--- src/rtl/cordic_share_arbiter.sv ---
// -----------------------------------------------------------------------------
// cordic_share_arbiter
//
// Shares one iterative CORDIC cosine core between NUM_REQ requesters. A
// round-robin arbiter picks one requester at a time and latches its FP angle.
// It gives the core one start/clock-enable cycle, then clocks the core until
// it reports done and never past it. The FP cosine goes back as a single-cycle
// response tagged with the requester's ID.
//
// Optional feature: define CORDIC_ARB_WATCHDOG_EN to enable a RUN-state
// watchdog. A stuck core is then abandoned with rsp_err=1 and rsp_data=0, and
// the response lands TIMEOUT+3 cycles after ack. Without the macro, rsp_err is
// tied 0 and RUN waits for core_done indefinitely.
//
// Parameters
//   NUM_REQ  number of requesters (2..8)
//   ID_W     requester ID width, clog2(NUM_REQ)
//   TIMEOUT  watchdog limit (watchdog build only)
//
// Ports
//   clock        rising-edge clock
//   aclr         asynchronous active-high reset (also drives the core's aclr)
//   req          level request per requester, held until ack
//   req_data     FP angle of requester i at [32i+31:32i]
//   ack          one-hot, one-cycle pulse: request accepted, angle latched
//   rsp_valid    one-cycle pulse: result available
//   rsp_id       requester that owns rsp_data
//   rsp_data     FP cosine result
//   rsp_err      result aborted by watchdog (qualified by rsp_valid)
//   busy         high in every state except IDLE
//   core_start   core start strobe
//   core_clk_en  core clock enable
//   core_dataa   latched angle presented to the core
//   core_result  core result
//   core_done    core finished (iteration index reached 16)
// -----------------------------------------------------------------------------
module cordic_share_arbiter #(
  parameter int NUM_REQ = 4,
  parameter int ID_W    = 2,
  parameter int TIMEOUT = 32
) (
  input  logic                    clock,
  input  logic                    aclr,
  input  logic [NUM_REQ-1:0]      req,
  input  logic [32*NUM_REQ-1:0]   req_data,
  output logic [NUM_REQ-1:0]      ack,
  output logic                    rsp_valid,
  output logic [ID_W-1:0]         rsp_id,
  output logic [31:0]             rsp_data,
  output logic                    rsp_err,
  output logic                    busy,
  output logic                    core_start,
  output logic                    core_clk_en,
  output logic [31:0]             core_dataa,
  input  logic [31:0]             core_result,
  input  logic                    core_done
);

  // Reject configurations the arbitration arithmetic does not support. A
  // normal operation needs 17 RUN cycles, so the watchdog must allow at least that.
  if (NUM_REQ < 2 || NUM_REQ > 8 || ID_W != $clog2(NUM_REQ) || TIMEOUT < 16) begin : g_cfg_check
    $error("cordic_share_arbiter: unsupported NUM_REQ/ID_W/TIMEOUT combination");
  end

  typedef enum logic [1:0] {
    S_IDLE,
    S_LOAD,
    S_RUN,
    S_RESP
  } state_t;

  localparam logic [ID_W:0]   NUM_REQ_W = (ID_W+1)'(NUM_REQ);
  localparam logic [ID_W-1:0] LAST_ID   = ID_W'(NUM_REQ - 1);

  state_t          state, next_state;
  logic [ID_W-1:0] ptr;
  logic [ID_W-1:0] cur_id;
  logic            grant_valid;
  logic [ID_W-1:0] grant_id;
  logic            wd_expire;

  // ---------------------------------------------------------------------------
  // Round-robin pick: the first requester at or after ptr, wrapping. ptr is
  // set to last-served+1, so the most recently served requester is lowest.
  // ---------------------------------------------------------------------------
  always_comb begin
    // NOTE: every combinational output gets a default before any branch so no
    // path leaves it unassigned, which would infer a latch.
    grant_valid = 1'b0;
    grant_id    = '0;
    for (int k = 0; k < NUM_REQ; k++) begin
      logic [ID_W:0] cand;
      cand = {1'b0, ptr} + (ID_W+1)'(k);
      if (cand >= NUM_REQ_W) cand = cand - NUM_REQ_W;
      if (!grant_valid && req[cand[ID_W-1:0]]) begin
        grant_valid = 1'b1;
        grant_id    = cand[ID_W-1:0];
      end
    end
  end

  // ---------------------------------------------------------------------------
  // Optional watchdog. The counter clears in LOAD and counts RUN cycles. The
  // abort fires on the (TIMEOUT+2)-th RUN cycle, so RESP comes TIMEOUT+3 cycles
  // after the ack cycle.
  // ---------------------------------------------------------------------------
`ifdef CORDIC_ARB_WATCHDOG_EN
  localparam int               WD_W     = $clog2(TIMEOUT + 2);
  localparam logic [WD_W-1:0]  WD_LIMIT = WD_W'(TIMEOUT + 1);

  logic [WD_W-1:0] wd_cnt;
  logic            rsp_err_q;

  always_ff @(posedge clock or posedge aclr) begin
    if (aclr) begin
      wd_cnt <= '0;
    end else if (state == S_LOAD) begin
      wd_cnt <= '0;
    end else if (state == S_RUN) begin
      wd_cnt <= wd_cnt + WD_W'(1);
    end
  end

  // A real result wins if done and expiry coincide.
  assign wd_expire = (state == S_RUN) && !core_done && (wd_cnt == WD_LIMIT);

  always_ff @(posedge clock or posedge aclr) begin
    if (aclr) begin
      rsp_err_q <= 1'b0;
    end else if (state == S_RUN) begin
      if (core_done)      rsp_err_q <= 1'b0;
      else if (wd_expire) rsp_err_q <= 1'b1;
    end
  end

  assign rsp_err = rsp_valid & rsp_err_q;
`else
  assign wd_expire = 1'b0;
  assign rsp_err   = 1'b0;
`endif

  // ---------------------------------------------------------------------------
  // FSM state register.
  // ---------------------------------------------------------------------------
  always_ff @(posedge clock or posedge aclr) begin
    // NOTE: sequential state uses non-blocking assignments so every register
    // samples pre-edge values regardless of statement order.
    if (aclr) state <= S_IDLE;
    else      state <= next_state;
  end

  // ---------------------------------------------------------------------------
  // FSM next state and control outputs.
  // ---------------------------------------------------------------------------
  always_comb begin
    next_state  = state;
    core_start  = 1'b0;
    core_clk_en = 1'b0;
    rsp_valid   = 1'b0;
    busy        = 1'b1;
    unique case (state)
      S_IDLE: begin
        busy = 1'b0;
        if (grant_valid) next_state = S_LOAD;
      end
      S_LOAD: begin
        core_start  = 1'b1;
        core_clk_en = 1'b1;
        next_state  = S_RUN;
      end
      S_RUN: begin
        // Gate the clock combinationally so the core freezes in the same
        // cycle it reports done (or the watchdog gives up).
        core_clk_en = !core_done && !wd_expire;
        if (core_done || wd_expire) next_state = S_RESP;
      end
      S_RESP: begin
        rsp_valid  = 1'b1;
        next_state = S_IDLE;
      end
      default: next_state = S_IDLE;
    endcase
  end

  assign rsp_id = rsp_valid ? cur_id : '0;

  // ---------------------------------------------------------------------------
  // Datapath: grant latch, ack pulse, result capture, pointer rotation.
  // ---------------------------------------------------------------------------
  always_ff @(posedge clock or posedge aclr) begin
    if (aclr) begin
      ack        <= '0;
      cur_id     <= '0;
      core_dataa <= '0;
      rsp_data   <= '0;
      ptr        <= '0;
    end else begin
      ack <= '0;
      unique case (state)
        S_IDLE: begin
          if (grant_valid) begin
            ack        <= NUM_REQ'(1) << grant_id;
            cur_id     <= grant_id;
            core_dataa <= req_data[32*grant_id +: 32];
          end
        end
        S_RUN: begin
          if (core_done)      rsp_data <= core_result;
          else if (wd_expire) rsp_data <= '0;
        end
        S_RESP: begin
          ptr <= (cur_id == LAST_ID) ? '0 : cur_id + ID_W'(1);
        end
        default: ;
      endcase
    end
  end

endmodule

--- config.mk ---
export PLATFORM = sky130hd
export DESIGN_NAME = cordic_share_arbiter
export DESIGN_NICKNAME = d
export VERILOG_FILES = /design/src/rtl/cordic_share_arbiter.sv
export SDC_FILE = /design/constraint.sdc
export NUM_CORES = 1
export LEC_CHECK = 0
export CELL_PAD_IN_SITES_DETAIL_PLACEMENT = 0
export CELL_PAD_IN_SITES_GLOBAL_PLACEMENT = 1
export CORE_ASPECT_RATIO = 0.7
export CORE_UTILIZATION = 25
export CTS_CLUSTER_SIZE = 40
export DETAILED_ROUTE_END_ITERATION = 16
export PLACE_DENSITY_LB_ADDON = 0.1
export SLEW_MARGIN = 10
export SYNTH_ARGS = -nofsm -noshare
export SYNTH_HDL_FRONTEND = slang
export SYNTH_SLANG_ARGS = --single-unit
--- constraint.sdc ---
create_clock -name clock -period 2.6 [get_ports clock]
set_input_delay 0.78 -clock clock [delete_from_list [all_inputs] [get_ports clock]]
set_output_delay 0.78 -clock clock [all_outputs]
set_load 0.02 [all_outputs]
# == After elaboration in Yosys (flattened, before gate mapping) ==
# Index checks and enable logic that the tools add are counted.
# totals
romBits,0
latchBits,0
out_inout_bits,75
input_bits,167
n_memories,0
regBits,74
mem_bits_rw,0
# op_classes
eq_ne,6
n_addsub,8
mul,0
div,0
magnitude_cmp,8
bitwise,0
reduce_logical,11
shifts,2
mux,31
# ops
op,count
$shiftx 128x8->32,1
$mux 2,12
$lt 2x3->1 const B,4
$mux 1,11
$ge 3x3->1 const B,3
$bmux 1 s2,4
$mux 4,2
$pmux 2 s4,1
$sub 2x1->2 const B,4
$add 2x2->3 const B,2
$eq 2x2->1 const B,3
$reduce_and 2->1,3
$logic_not 1->1,4
$ne 2x2->1 const B,2
$shl 1x2->4 const A,1
$add 2x1->3 const B,1
$ge 2x3->1 const B,1
$logic_and 1x1->1,3
$add 2x1->2 const B,1
$eq 2x1->1 const B,1
$logic_not 2->1,1
$pmux 1 s2,1

# == Logic depth before layout (Yosys ltp) ==
# logic_depth
ltp_word,17
mapped_depth,8
mapped_depth_nobuf,7

# == Worst setup path after synthesis ==
# Ideal clock, no wire load.
# synth_timing
kind,in2reg
start,input port req[2]
end,register core_dataa[0]
path_buffers,3
t_arrival_ns,1.970
path_stages,8
slack_ns,0.505
setup_ns,0.125
path_cell_list,buf_6 -> inv_1 -> nor2_1 -> o31a_1 -> buf_6 -> buf_6 -> mux2_4 -> o2bb2ai_2
# synth_between
elab_chain_len,13
elab_cells_between_ends,24
classes_between,1 x shift; 16 x mux; 7 x reduce/logical
# synth_lines
element,line,text
"start, declared",44,"input logic [NUM_REQ-1:0] req,"
$bmux 1 s2,95,if (!grant_valid && req[cand[ID_W-1:0]]) begin
$mux 1 (implied by the code),95,
$mux 1,95,
$logic_not 1->1,95,
$logic_and 1x1->1,95,
$mux 1,95,
$logic_not 1->1,95,
$logic_and 1x1->1,95,
$mux 1,95,
$logic_not 1->1,95,
$logic_and 1x1->1,95,
$mux 2 / $mux 1 (equally long branches),95,
$shiftx 128x8->32 / $reduce_and 2->1 (equally long branches),n/a,
"end signal, assigned",204,core_dataa <= req_data[32*grant_id +: 32];
"end, declared",54,"output logic [31:0] core_dataa,"
# Parallel ways exist; a longest one is shown, timed or not. The select of a mux whose other input is x is not followed.
# A chain may end at the register's enable or synchronous reset.

# == Worst setup path in the final report ==
# layout_timing
start,register state[1]
end,output port core_start
# layout_between
elab_chain_len,2
# layout_lines
element,line,text
"start, declared",75,"state_t state, next_state;"
"start signal, assigned",149,else state <= next_state;
$eq 2x1->1,161,unique case (state)
$mux 1,161,
"end, declared",52,"output logic core_start,"
# Every way passes these cells.

==> metrics.txt <==
syn_nets=roughly 540; Hold Crit Class=flip-flop to flip-flop; fin nets=796; Synth-to-Final Area Change=77.9%; Leak=0.00301 uW; clock buffer depth=2; Slew Limit Fails=0; First-pass DRT Iterations=4; postcts setup bufs=0; Post-synth EDFFs=0; Tot GR Track Use=0.167; most area-consuming cells after synthesis=dfrtp_1 (44%), mux2_2 (10%), mux2_4 (8.3%), a221oi_1 (5.7%), o2bb2ai_1 (5.0%); DP Area=a little over 7000 um^2; MaxCap Viol Count=0; wire per inst=approximately 17 um; number of fill cells in the layout=between 1500 and 2000; clock-pin slew on the worst setup and hold paths=roughly 0.070 ns; reg2reg path depth=7; Syn Inst Count=about 370; hpwl dp=~11000 um; # port buffers=240; Slew @ Worst Pin=0.951 ns; CTS tree=built; mapped cell area=4180 um^2; CP max-delay cell=clkdlybuf4s50_1; Clock Latency Late Sink=0.34 ns; Hold Vio Cnt, Final=0; antenna violations before repair=0; Critical Path RT=1.82 ns; first-pass GRT wire length=between 20000 and 25000 um; Vias=3891; Die Area=17200 um^2; Max Clock Freq=between 400 and 500 MHz; Starting DRT DRC Count=120; remaining global-route overflow=0; CP Capture Type=output port; hold path depth=1; Design Power=8240 uW; largest area contributor in the netlist=dfrtp_1; register area share after synthesis=0.443; final setup violating endpoints=0; chip width=156 um; Async S/R FF share, synth=1.00; worst path cell trace=inv_1, ha_1, clkdlybuf4s50_1; setup_tns=0 ns; final core occ=0.454; GPL Wtd Cong=0.725; share of cells above drive strength 1=0.207; core area=~16000 um^2; WP data arrival=1.68 ns; Tcrit/Tclk final=0.947; initial core utilization=0.255; post-route ant nets=0; min Tclk post-route=2.46 ns; IO Pins=242; htree depth=3; Setup crit start kind=flip-flop; antenna diode count=0; share of the synthesized area in the top cell type=0.443; RSZ-0062 raised after global routing=no; vias per cell=4.56; Yosys Warn Count=0; WS Path Type=flip-flop to output port; Most used DFF post-synth=dfrtp_1; clk root buf=clkbuf_16; PD cells=approximately 1100 nW/um^2; skew final=0.00711 ns; Slew HR=0.365; post-synthesis cell type count=40; cts bufs inserted=9; status=complete, no violations; maximum vdd drop=around 0.00045 V; Seq cells post-synth=between 70 and 80; post-layout instance area=around 7400 um^2; syn_area_per_cell=11.4 um^2; routed wire length=14300 um; Die H=110 um; vias in the first global route=slightly below 4000; Clock Sinks=74; post-route DRC violation count=0; # rows=39; CP max stage delay=between 0.6 and 0.7 ns; final hold slack=0.505 ns; CP max FO=3; pin count of the biggest net entering global routing=75
-- report_power, final --
group | switching (uW) | internal (uW) | leakage (uW)
logic | 2360 | 2510 | 0.00201
registers | 348 | 1710 | 0.000849
clock network | 544 | 762 | 0.000149
total | 3250 | 4990 | 0.00301
-- registers in the layout, indices dropped and copies added (netlist names) --
| register | flops |
|---|---|
| state | 2 |
| ack | 4 |
| rsp_data | 32 |
| ptr | 2 |
| core_dataa | 32 |
| cur_id | 2 |
-- synthesized netlist by cell type, types with 3 or more instances --
cell type and number:
a21oi_1 10, a221oi_1 27, a41o_1 5, and2_1 5
buf_1 3, buf_2 12, buf_4 3, buf_6 6
clkbuf_1 5, dfrtp_1 74, ha_1 5, inv_1 6
mux2_2 37, mux2_4 23, mux2i_1 5, nand2_1 7
nor2_1 38, nor2b_1 3, nor3_1 29, o21ai_0 5
o22ai_1 12, o2bb2ai_1 24, o2bb2ai_2 3
-- timing repair --
action,in CTS,in global routing
hold buffers,0,0
gates cloned,0,0
resized for setup,4,3
pin swaps,0,0
setup endpoints to repair,3,3
-- worst max-delay path: cells and delay by family, from the launching register on --
kind,cells,cell delay (ns)
adder cells (fa/ha/maj),1,0.21
buffers and inverters,2,0.73
flip-flops,1,0.41
-- stage by stage --
stage | worst slack (ns) | std cells
2_1_floorplan | 0.505 | 367
3_3_place_gp | -0.246 | 838
3_5_place_dp | -0.270 | 838
4_1_cts | 0.0145 | 854
5_1_grt | 0.00845 | 854
6_report | 0.138 | 854
-- final timing paths --
path	startpoint	endpoint	slack, ns
max in group asynchronous	aclr	core_dataa[30]$_DFFE_PP0P_	1.36
setup / recovery	state[1]$_DFFE_PP0P_	core_start	0.14
hold / removal	rsp_data[1]$_DFFE_PP0P_	rsp_data[1]$_DFFE_PP0P_	0.51
hold reg to reg	rsp_data[1]$_DFFE_PP0P_	rsp_data[1]$_DFFE_PP0P_	0.51
setup reg to reg	state[0]$_DFFE_PP0P_	core_dataa[1]$_DFFE_PP0P_	0.47
min in group asynchronous	aclr	rsp_data[2]$_DFFE_PP0P_	0.90
-- metal layers --
layer | GRT usage | vias to the layer above | part of all wire
met5 | 0 | - | 0
met4 | 0.0357 | 0 | 0.0076
met3 | 0.0653 | 9 | 0.10
met2 | 0.265 | 172 | 0.43
met1 | 0.215 | 1810 | 0.46
li1 | - | 1900 | -
-- cells in the final DEF (no fill, tap or decap), types with 2 or more instances in the layout --
| master | n |
|---|---|
| ha_1 | 4 |
| mux2i_1 | 5 |
| nor2_1 | 37 |
| o22ai_1 | 11 |
| nor3_1 | 29 |
| a221oi_1 | 27 |
| o2bb2ai_2 | 3 |
| buf_12 | 12 |
| a21oi_2 | 2 |
| a21oi_1 | 9 |
| dfrtp_1 | 74 |
| inv_6 | 3 |
| mux2_2 | 37 |
| and2_1 | 5 |
| nand2_1 | 7 |
| inv_1 | 5 |
| a41o_1 | 5 |
| o2bb2ai_1 | 24 |
| clkbuf_16 | 9 |
| nor2b_1 | 3 |
| o21ai_0 | 5 |
| clkinvlp_4 | 2 |
| dlymetal6s2s_1 | 2 |
| mux2_4 | 23 |
| buf_4 | 26 |
| clkdlybuf4s50_1 | 236 |
-- layout make-up --
type,instances,area (um^2),area share
clock buffer,9,225,0.0303
clock inverter,7,83.8,0.0113
tap,225,282,0.0379
inverter,6,26.3,0.00354
multi-input combinational,255,2120,0.286
sequential,74,1850,0.249
timing repair buffer,278,2840,0.382
-- cell families (layout without fill, tap and decap cells) --
| family | count (synthesis) | count (layout) | synth area share |
|---|---|---|---|
| compound gates | 96 | 96 | 0.188 |
| simple gates | 88 | 88 | 0.0983 |
| flops | 74 | 74 | 0.443 |
| mux | 65 | 65 | 0.194 |
| buf+inv | 38 | 300 | 0.0599 |
| fa+ha+maj | 5 | 5 | 0.0150 |
| other cells | 1 | 1 | 0.000898 |
(Power assumes the default switching activity.)
